$ cat src/rtl/nvdla_mcif_arb_pkg.sv
// Shared definitions for the MCIF read-request weighted round-robin arbiter:
// FSM state encoding, counter/weight widths and the effective-weight helper.
package nvdla_mcif_arb_pkg;

    // Arbiter FSM: ARB grants from credits, REFILL reloads every credit.
    typedef enum logic [0:0] {
        ST_ARB    = 1'b0,
        ST_REFILL = 1'b1
    } arb_state_e;

    // Outstanding counter must hold 0..256 inclusive.
    localparam int OS_CNT_W = 9;

    // Per-client weight and credit width.
    localparam int WEIGHT_W = 8;

    // A programmed weight of zero still earns one grant per refill round,
    // so a misprogrammed client can never starve.
    function automatic logic [WEIGHT_W-1:0] w_eff(input logic [WEIGHT_W-1:0] w);
        return (w == 8'd0) ? 8'd1 : w;
    endfunction

endpackage

$ cat src/rtl/nvdla_mcif_rr_pick.sv
// Rotating-priority picker: returns the first set bit of the eligible vector
// searching upward from ptr and wrapping around.
module nvdla_mcif_rr_pick #(
    parameter int N  = 4,
    parameter int IW = 2
) (
    input  logic [N-1:0]  eligible_i,
    input  logic [IW-1:0] ptr_i,
    output logic [N-1:0]  gnt_oh_o,
    output logic [IW-1:0] gnt_idx_o,
    output logic          gnt_any_o
);

    logic [IW-1:0] cand_s;

    // Walk the N candidates in rotating order and keep the first eligible one.
    always_comb begin
        gnt_oh_o  = '0;
        gnt_idx_o = '0;
        gnt_any_o = 1'b0;
        cand_s    = '0;
        for (int k = 0; k < N; k++) begin
            cand_s = IW'((int'(ptr_i) + k) % N);
            if (!gnt_any_o && eligible_i[cand_s]) begin
                gnt_any_o        = 1'b1;
                gnt_idx_o        = cand_s;
                gnt_oh_o[cand_s] = 1'b1;
            end else begin
                gnt_any_o = gnt_any_o;
            end
        end
    end

endmodule

$ cat src/rtl/nvdla_mcif_rd_wrr_arb.sv
// Weighted round-robin read-request arbiter for the MCIF read path.
// Clients spend one credit per grant; when every requesting client is out of
// credit the FSM spends one REFILL cycle reloading credits from the weights.
// An outstanding-request counter throttles grants against reg2dp_rd_os_cnt+1.
module nvdla_mcif_rd_wrr_arb
    import nvdla_mcif_arb_pkg::*;
#(
    parameter int NUM_CLIENTS = 4,
    parameter int PD_WIDTH    = 79,
    parameter int ID_WIDTH    = 2
) (
    input  logic                            nvdla_core_clk,
    input  logic                            nvdla_core_rstn,
    input  logic [7:0]                      reg2dp_rd_os_cnt,
    input  logic [8*NUM_CLIENTS-1:0]        reg2dp_rd_weight,
    input  logic [NUM_CLIENTS-1:0]          clt_req_valid,
    output logic [NUM_CLIENTS-1:0]          clt_req_ready,
    input  logic [PD_WIDTH*NUM_CLIENTS-1:0] clt_req_pd,
    output logic                            arb_req_valid,
    input  logic                            arb_req_ready,
    output logic [PD_WIDTH-1:0]             arb_req_pd,
    output logic [ID_WIDTH-1:0]             arb_req_id,
    input  logic                            rd_done,
    output logic [OS_CNT_W-1:0]             os_cnt,
    output logic                            arb_idle
);

    arb_state_e              state_q, state_d;
    logic [WEIGHT_W-1:0]     cr_q [NUM_CLIENTS];
    logic [WEIGHT_W-1:0]     cr_d [NUM_CLIENTS];
    logic [ID_WIDTH-1:0]     ptr_q, ptr_d;
    logic [OS_CNT_W-1:0]     os_cnt_q, os_cnt_d;
    logic                    arb_valid_q, arb_valid_d;
    logic [PD_WIDTH-1:0]     arb_pd_q, arb_pd_d;
    logic [ID_WIDTH-1:0]     arb_id_q, arb_id_d;

    logic [NUM_CLIENTS-1:0]  eligible_s;
    logic [NUM_CLIENTS-1:0]  gnt_oh_s;
    logic [ID_WIDTH-1:0]     gnt_idx_s;
    logic                    gnt_any_s;
    logic                    slot_free_s;
    logic                    os_ok_s;
    logic                    arb_open_s;
    logic                    grant_s;
    logic                    gnt_last_cr_s;
    logic                    os_dec_s;

    // A client may compete only while it is requesting and still holds credit.
    always_comb begin
        eligible_s = '0;
        for (int i = 0; i < NUM_CLIENTS; i++) begin
            eligible_s[i] = clt_req_valid[i] & (cr_q[i] != 8'd0);
        end
    end

    nvdla_mcif_rr_pick #(
        .N  (NUM_CLIENTS),
        .IW (ID_WIDTH)
    ) u_pick (
        .eligible_i (eligible_s),
        .ptr_i      (ptr_q),
        .gnt_oh_o   (gnt_oh_s),
        .gnt_idx_o  (gnt_idx_s),
        .gnt_any_o  (gnt_any_s)
    );

    // Grant qualification: output slot drains this cycle and the registered
    // outstanding count is below the programmed limit.
    always_comb begin
        slot_free_s   = ~arb_valid_q | arb_req_ready;
        os_ok_s       = (os_cnt_q < ({1'b0, reg2dp_rd_os_cnt} + 9'd1));
        arb_open_s    = (state_q == ST_ARB) & slot_free_s & os_ok_s;
        grant_s       = arb_open_s & gnt_any_s;
        clt_req_ready = grant_s ? gnt_oh_s : '0;
        gnt_last_cr_s = 1'b0;
        for (int i = 0; i < NUM_CLIENTS; i++) begin
            gnt_last_cr_s = gnt_last_cr_s | (gnt_oh_s[i] & (cr_q[i] == 8'd1));
        end
    end

    // Next state: fall into REFILL when requests exist but none has credit.
    always_comb begin
        state_d = state_q;
        case (state_q)
            ST_ARB: begin
                if (arb_open_s && (|clt_req_valid) && !(|eligible_s)) begin
                    state_d = ST_REFILL;
                end else begin
                    state_d = ST_ARB;
                end
            end
            ST_REFILL: state_d = ST_ARB;
            default:   state_d = ST_ARB;
        endcase
    end

    // Credits reload in REFILL, otherwise the granted client spends one.
    always_comb begin
        for (int i = 0; i < NUM_CLIENTS; i++) begin
            cr_d[i] = cr_q[i];
        end
        if (state_q == ST_REFILL) begin
            for (int i = 0; i < NUM_CLIENTS; i++) begin
                cr_d[i] = w_eff(reg2dp_rd_weight[8*i +: 8]);
            end
        end else if (grant_s) begin
            for (int i = 0; i < NUM_CLIENTS; i++) begin
                if (gnt_oh_s[i]) begin
                    cr_d[i] = cr_q[i] - 8'd1;
                end else begin
                    cr_d[i] = cr_q[i];
                end
            end
        end else begin
            cr_d[0] = cr_q[0];
        end
    end

    // Pointer stays on the granted client while it has credit left, giving
    // back-to-back bursts of length weight before rotating.
    always_comb begin
        ptr_d = ptr_q;
        if (grant_s && gnt_last_cr_s) begin
            if (gnt_idx_s == ID_WIDTH'(NUM_CLIENTS - 1)) begin
                ptr_d = '0;
            end else begin
                ptr_d = gnt_idx_s + ID_WIDTH'(1);
            end
        end else if (grant_s) begin
            ptr_d = gnt_idx_s;
        end else begin
            ptr_d = ptr_q;
        end
    end

    // Outstanding count: up on grant, down on rd_done, cancel when both.
    always_comb begin
        os_dec_s = rd_done & (os_cnt_q != 9'd0);
        case ({grant_s, os_dec_s})
            2'b10:   os_cnt_d = os_cnt_q + 9'd1;
            2'b01:   os_cnt_d = os_cnt_q - 9'd1;
            default: os_cnt_d = os_cnt_q;
        endcase
    end

    // Output register: load on grant, clear valid on drain, else hold.
    always_comb begin
        arb_pd_d    = arb_pd_q;
        arb_id_d    = arb_id_q;
        arb_valid_d = arb_valid_q;
        if (grant_s) begin
            arb_valid_d = 1'b1;
            arb_pd_d    = clt_req_pd[PD_WIDTH*gnt_idx_s +: PD_WIDTH];
            arb_id_d    = gnt_idx_s;
        end else if (arb_req_ready) begin
            arb_valid_d = 1'b0;
        end else begin
            arb_valid_d = arb_valid_q;
        end
    end

    // State, credit, pointer, counter and output registers.
    always_ff @(posedge nvdla_core_clk or negedge nvdla_core_rstn) begin
        if (!nvdla_core_rstn) begin
            state_q     <= ST_ARB;
            ptr_q       <= '0;
            os_cnt_q    <= 9'd0;
            arb_valid_q <= 1'b0;
            arb_pd_q    <= '0;
            arb_id_q    <= '0;
            for (int i = 0; i < NUM_CLIENTS; i++) begin
                cr_q[i] <= 8'd0;
            end
        end else begin
            state_q     <= state_d;
            ptr_q       <= ptr_d;
            os_cnt_q    <= os_cnt_d;
            arb_valid_q <= arb_valid_d;
            arb_pd_q    <= arb_pd_d;
            arb_id_q    <= arb_id_d;
            for (int i = 0; i < NUM_CLIENTS; i++) begin
                cr_q[i] <= cr_d[i];
            end
        end
    end

    assign arb_req_valid = arb_valid_q;
    assign arb_req_pd    = arb_pd_q;
    assign arb_req_id    = arb_id_q;
    assign os_cnt        = os_cnt_q;
    assign arb_idle      = (os_cnt_q == 9'd0) & ~arb_valid_q & ~(|clt_req_valid);

endmodule

$ cat config.mk
export PLATFORM = sky130hd
export DESIGN_NAME = nvdla_mcif_rd_wrr_arb
export DESIGN_NICKNAME = d
export VERILOG_FILES = /design/src/rtl/nvdla_mcif_arb_pkg.sv /design/src/rtl/nvdla_mcif_rr_pick.sv /design/src/rtl/nvdla_mcif_rd_wrr_arb.sv
export SDC_FILE = /design/constraint.sdc
export NUM_CORES = 1
export LEC_CHECK = 0
export BUFFER_PORTS_ARGS = -buffer_cell sky130_fd_sc_hd__buf_4
export CAP_MARGIN = 20
export CORE_AREA = 2 2 177 179
export CTS_CLUSTER_SIZE = 28
export DETAILED_ROUTE_END_ITERATION = 10
export DIE_AREA = 0 0 179 181
export GPL_TIMING_DRIVEN = 0
export PLACE_DENSITY = 0.51
export RECOVER_POWER = 25
export SYNTH_ARGS = -nofsm -noshare
export SYNTH_HDL_FRONTEND = slang
export SYNTH_SLANG_ARGS = --single-unit
$ cat constraint.sdc
create_clock -name nvdla_core_clk -period 5.1 [get_ports nvdla_core_clk]
set_input_delay 0.255 -clock nvdla_core_clk [delete_from_list [all_inputs] [get_ports nvdla_core_clk]]
set_output_delay 0.255 -clock nvdla_core_clk [all_outputs]
set_load 0.1 [all_outputs]
==> results of run 1 <==
final timing paths:
kind	slack (ns)	cells past startpoint	end
max in group asynchronous	0.97	3	arb_req_pd[32]
min in group asynchronous	1.48	2	arb_req_pd[13]
worst min register to register	0.49	2	arb_req_pd[46]
worst max-delay path	0.45	18	os_cnt[8]
worst min-delay path	0.05	3	cr_q[28]
worst max register to register	0.45	18	os_cnt[8]
kinds of logic after synthesis:
group,count (synthesis)
simple gates,224
mux,179
compound gates,170
flops,126
buf+inv,73
xor+xnor,44
fa+ha+maj,34
routing by layer:
layer | track usage [%] | vias up
met2 | 38.66 | 318
met4 | 3.642 | 6
met3 | 6.671 | 20
li1 | - | 4137
met1 | 31.92 | 4320
met5 | 0 | -
per-stage QoR:
step	instance area, um2	cells
3_3_place_gp	12530	1705
3_5_place_dp	12560	1706
5_1_grt	13140	1738
4_1_cts	13150	1738
6_report	13140	1739
2_1_floorplan	8588	850
synth_stat cells (5+ instances only):
cell and count:
buf_2 11, mux2i_1 160, nor3_1 8, xor2_1 18, or4_1 5, buf_6 11
nor2_1 25, inv_1 17, clkbuf_1 31, mux2_2 15, nand4_1 7, nor4_1 6
nand2_1 120, o221ai_1 79, o21ai_1 6, o21ai_0 29, ha_1 33, nand3_1 20
xnor2_1 26, a21oi_1 15, dfrtp_1 126
worst register-to-register path, stage by stage (launching register included):
cell	delay, ns
dfrtp_1	0.45
inv_1	0.09
ha_1	0.21
or4b_1	0.48
o21ai_1	0.33
nand4_1	0.20
o21ai_0	0.30
buf_4	0.43
ha_2	0.37
ha_1	0.31
a21o_1	0.19
a21oi_1	0.21
o21bai_1	0.10
a21oi_1	0.24
o21bai_1	0.09
a21oi_1	0.17
xor2_1	0.17
nor2_1	0.06
xor2_1	0.13
sequential cells by signal, summed over array words and instances (netlist names), named ones only:
name / flops
ptr_q: 1
cr_q: 32
arb_req_id: 2
state_q: 1
os_cnt: 9
arb_req_pd: 79
arb_req_valid: 1
repair_timing:
action | in CTS | in global routing
hold buffers | 1 | 0
resized for setup | 0 | 4
gates cloned | 0 | 0
endpoints found under the hold margin | 55 | 0
pin swaps | 0 | 0
endpoints found under the setup margin | 2 | 2
final cells by class:
type	instances	area (um2)	area share (%)
diodes	1	2.502	0.01905
clock buffers	18	429.2	3.267
flip-flops and latches	126	3153	24.00
clock inverters	14	157.7	1.200
plain buffers	54	309.0	2.352
multi-input cells	651	5064	38.54
inverters	18	67.56	0.5143
repair buffers	461	3460	26.33
well taps	396	495.5	3.771
==> impl_results.md, run 1 <==
* Grt total ovfl at 0
* Worst Setup SP: cr_q[16]
* Global-route wire length before repair at 56.86 mm
* Clk_lat worst skew at 0.43 ns
* Die area at 32400 um2
* Rows at 64
* Share of flip-flops with an asynchronous set or reset at between 90% and 100%
* Postcts setup bufs at 0
* Crit-path cells: inv_1, ha_1, or4b_1, o21ai_1, nand4_1, o21ai_0, buf_4, ha_2, ha_1, a21o_1, a21oi_1, o21bai_1, a21oi_1, o21bai_1, a21oi_1, xor2_1, nor2_1, xor2_1
* Largest family of logic cells by synthesized area: multiplexers
* Die height at 181 um
* Syn avg cell area at 10.10 um2
* Post-route clock period utilization at 91.20%
* Commonest non-fill, non-tap cell in the layout: buf_4
* Startpoint types: flop
* # port buffers at 459
* Gr usage total at 23.79%
* Boundary Pins at between 400 and 500
* Via count at 8801
* Detailed Place HPWL at 31.58 mm
* Critical Path AT at approximately 5.0 ns
* Area grow syn2layout at 52.97%
* Synth Area in XOR/XNOR at 4.487%
* Post-Syn Nets at 1248
* Final WS setup at 0.4489 ns
* Routed wl met3 at 2.877 mm
* Clock buffer depth at 2
* CP Buf/Inv Count at 2
* Delay-heaviest family, CP: compound AO/OA/AOI/OAI gates
* Setup Crit Path Kind: flop to flop
* Seq/Total Area, Yosys at 36.71%
* Max Cap Violations at 1
* CP Data Required Time at 5.40 ns
* Fin util at between 40% and 50%
* Synth area leaders: dfrtp_1, mux2i_1, o221ai_1, nand2_1, ha_1
* CP endpoint kind: flop
* Fin Hold WS at a little over 0.05 ns
* Reg2reg start: cr_q[16]
* Netlist cell types at 63
* Fmax at 215.0 MHz
* Layout Nets at 1727
* Drt wl/cell at between 20 and 25 um
* Synth Instances at between 800 and 900
* Synth Area in Adders at under 10%
* Final ANT Viol Nets at 0
* Clk pin slew, worst setup/hold paths at 0.06 ns
* Root Buffer: clkbuf_16
* Crit Path Max Fanout at 19
* Vias in the first global route at 8824
* CTS Sinks at 126
* Post-layout min period at approximately 4.7 ns
* Relative slew slack at -121.8%
* Die X at between 150 and 200 um
* Status: finished, violations left
* Synth warnings at 0
* Layout cells sized above 1 at 41.43%
* Most frequent CP cell: a21oi_1
* Skew final at 0.01577 ns
* M1 WL at 17.08 mm
* Final Max Tran Viols at 57
* Min-Delay Path Class: input port to flop
* Synth Area in Compound Gates at ~15%
* # fillers at 3041
* Met2 wire length at 18.79 mm
* Place WS at -0.3160 ns
* Mux cell area share after synthesis at 21.66%
* RSZ-0062 raised after global routing: no
* Fin. Hold Viols at 0
* Post-Route WL at 39.07 mm
* DR DRC count at 0
* Core area at 30350 um2
* DR iter-0 viols at 515
* Seq cells post-synth at 126
* Max layer used: met5
* Cts bufs inserted at 17
* Initial Utilization at 28.30%
* Post-Synth Simple-Gate Area at about an eighth
* Setup TNS at 0 ns
* Gp weighted congestion at 0.9323
* Crit-path max cell delay at ~0.48 ns
* CP max stage cell: or4b_1
* Cell taking the most area after synthesis: dfrtp_1
* Failing checks: max-capacitance violations, max-slew violations
* Worst Max-Slew Pin Slew at ~3.3 ns
* Min-delay src: reg2dp_rd_weight[4]
* Post-synth top flop: dfrtp_1
* Final setup vio count at 0
* Synthesized area at 8588 um2
* Initial antenna violation count at 4
* Post-synth EDFFs at 0
* Largest net degree at the start of global routing at around 70
* First-pass iteration count of the detailed router at 5
* Vias per cell at slightly above 5
* Top cell type's share of synthesized area at 36.71%
* H-tree levels at 4
* Commonest non-fill, non-tap cells in the layout: buf_4, mux2i_1, dfrtp_1
* CTS tree: done
Power of run 1 is not shown: default switching activity piles up to over one toggle a cycle in this logic, so the estimate is an artifact.
==> run 2, diff against run 1 <==
--- a/config.mk
+++ b/config.mk
@@ -16,4 +16,5 @@
 export RECOVER_POWER = 25
 export SYNTH_ARGS = -nofsm -noshare
 export SYNTH_HDL_FRONTEND = slang
+export SYNTH_HIERARCHICAL = 1
 export SYNTH_SLANG_ARGS = --single-unit
==> impl_results.md, run 2 <==
* Routed wl met3 at 3.868 mm
* Worst Max-Slew Pin Slew at 4.045 ns
* Share of flip-flops with an asynchronous set or reset at 100.0%
* Status: finished, violations left
* Met2 wire length at about 20 mm
* Most frequent cell after synthesis: nand2_1
* Area grow syn2layout at 54.44%
* Core area at a little over 30000 um2
* Synth Instances at 876
* Largest net degree at the start of global routing at between 60 and 70
* Post-synth EDFFs at 0
* Commonest non-fill, non-tap cell in the layout: buf_4
* CP max stage cell: mux4_2
* Netlist cell types at 60
* Final Non-Filler Cells at roughly 1800
* Final Max Tran Viols at 66
* Die X at around 180 um
* Setup TNS at 0 ns
* Root Buffer: clkbuf_16
* Via count at a little under 9000
* Post-Synth Simple-Gate Area at 23.00%
* Syn avg cell area at 10.06 um2
* Max reg flops at 79
* P_leak at 6.301 nW
* Synth Area in XOR/XNOR at under 10%
* First-pass iteration count of the detailed router at 5
* Gr usage total at 24.02%
* Clk_lat worst skew at 0.42 ns
* Final WS setup at 0.2544 ns
* Synth Area in Compound Gates at 6.545%
* Multi-input logic area at 5421 um2
* Crit-path max cell delay at 0.49 ns
* Cts bufs inserted at 17
* Synthesized area at just under 9000 um2
* Rows at 64
* Detailed Place HPWL at around 32 mm
* CTS Sinks at 126
* Post-Syn Nets at 1266
* Drt wl/cell at 22.14 um
* Critical Path AT at 5.15 ns
* Layout cells sized above 1 at 46.84%
* Clk pin slew, worst setup/hold paths at 0.06 ns
* CP Data Required Time at 5.40 ns
* Min-Delay Path Class: input port to flop
* Post-layout min period at roughly 4.8 ns
* Clock buffer depth at 2
* Grt total ovfl at 0
* Vias in the first global route at between 9000 and 10000
* Initial antenna violation count at 7
* Relative slew slack at -169.7%
* Final ANT Viol Nets at 0
* Synth warnings at 6
* M1 WL at ~15 mm
* Setup Crit Path Kind: flop to flop
* DR iter-0 viols at 646
* Fin Hold WS at 0.06865 ns
* Initial Utilization at a little under 30%
* Synth area leaders: dfrtp_1, mux4_2, nand2_1, ha_1, xnor2_1
* Fmax at ~210 MHz
* Largest family of logic cells by synthesized area: simple AND/OR/NAND/NOR gates
* CTS tree: done
* Fin util at between 40% and 50%
* Reg area at 3153 um2
* Boundary Pins at 460
* Layout Nets at approximately 1800
* Crit-path cells: inv_1, ha_1, and2_1, a21boi_2, mux4_2, buf_6, nor3_2, nand2b_1, o2111ai_4, nor3_1, buf_4, inv_4, buf_6, ha_4, buf_4, xor2_1, ha_2, or3b_2, a21oi_2, o21a_1, nor4_1, nor4_1
* Die height at 181 um
* Largest vdd supply drop at 0.4738 mV
* Seq cells post-synth at about 130
* # fillers at 3004
* Post-Route WL at 39.32 mm
* Cell taking the most area after synthesis: dfrtp_1
* Max Cap Violations at 1
* Skew final at between 0.015 and 0.02 ns
* Post-synth top flop: dfrtp_1
* CP endpoint kind: flop
* Max layer used: met5
* Global-route wire length before repair at around 57 mm
* H-tree levels at 4
* Synth top cells by count: nand2_1, dfrtp_1, mux4_2, clkbuf_1, ha_1
* Synth Area in Adders at 3.691%
* Final setup vio count at 0
* Vias per cell at 5.020
* Crit Path Max Fanout at 11
* Startpoint types: flop
* Power per cell area at roughly 880 nW/um2
* Die area at 32400 um2
* Top cell type's share of synthesized area at around 36%
* # port buffers at 459
* Seq/Total Area, Yosys at about 36%
* DR DRC count at 0
* Gp weighted congestion at 0.9213
* Commonest non-fill, non-tap cells in the layout: buf_4, nand2_1, dfrtp_1
* Post-route clock period utilization at 95.01%
* Placed insts at 1733
* Failing checks: max-capacitance violations, max-slew violations
* Mux cell area share after synthesis at 23.00%
* Place WS at -1.008 ns
* Fin. Hold Viols at 0
run 2: final timing paths:
kind	startpoint	end	slack [ns]	cells past startpoint
min reg2reg	arb_req_pd[72]	arb_req_pd[72]	0.47	2
max	cr_q[24]	os_cnt[8]	0.25	22
min in group asynchronous	nvdla_core_rstn	cr_q[28]	1.79	2
max reg2reg	cr_q[24]	os_cnt[8]	0.25	22
max in group asynchronous	nvdla_core_rstn	arb_req_pd[9]	0.99	2
min	reg2dp_rd_weight[26]	cr_q[2]	0.07	3
run 2: critical path, delay by kind of cell (launching register included):
kind	cells	cell delay, ns
flops	1	0.43
mux	1	0.49
fa+ha+maj	3	0.61
buf+inv	6	0.93
simple gates	7	1.48
compound gates	4	0.64
xor+xnor	1	0.16
run 2: cells by family (layout without fill, tap and decap cells):
kind of cell / Yosys count / in the layout
flip-flops: 126 / 126
XOR/XNOR: 39 / 39
adder cells (fa/ha/maj): 26 / 26
multiplexers: 97 / 97
AND/OR/NAND/NOR: 418 / 418
AO/OA/AOI/OAI: 88 / 88
buffers and inverters: 82 / 581
other: 0 / 5
run 2: final cells by class:
cell class,count,share of cell area (%)
multi-input cells,668,39.83
clock buffers,19,3.254
inverters,24,0.6802
repair buffers,467,26.04
plain buffers,58,2.096
well taps,396,3.640
diodes,5,0.09192
flip-flops and latches,126,23.16
clock inverters,13,1.204
run 2: through the flow:
step                area, um2  total power [W]
finish                  13610          0.01191
CTS                     13550          0.01199
detailed placement      12810          0.01055
floorplan                8813         0.008322
global placement        12750          0.01045
global route            13600          0.01266
run 2: timing repair:
action / 4_1_cts / 5_1_grt
endpoints found under the hold margin: 65 / 0
resized for setup: 24 / 5
pin swaps: 0 / 1
hold buffers: 1 / 0
setup buffers: 1 / 4
endpoints found under the setup margin: 5 / 3
run 2: power by group:
group | switching [W] | internal, W
combinational | 0.00575 | 0.00289
clock | 0.000517 | 0.000786
sequential | 0.000432 | 0.00154
run 2: layer usage:
metal | vias to the layer above | track usage (%)
li1 | 4141 | -
met1 | 4399 | 28.04
met2 | 316 | 40.09
met3 | 52 | 10.40
met4 | 8 | 6.374
met5 | - | 0
No activity file was read; power rests on OpenSTA's default activity.
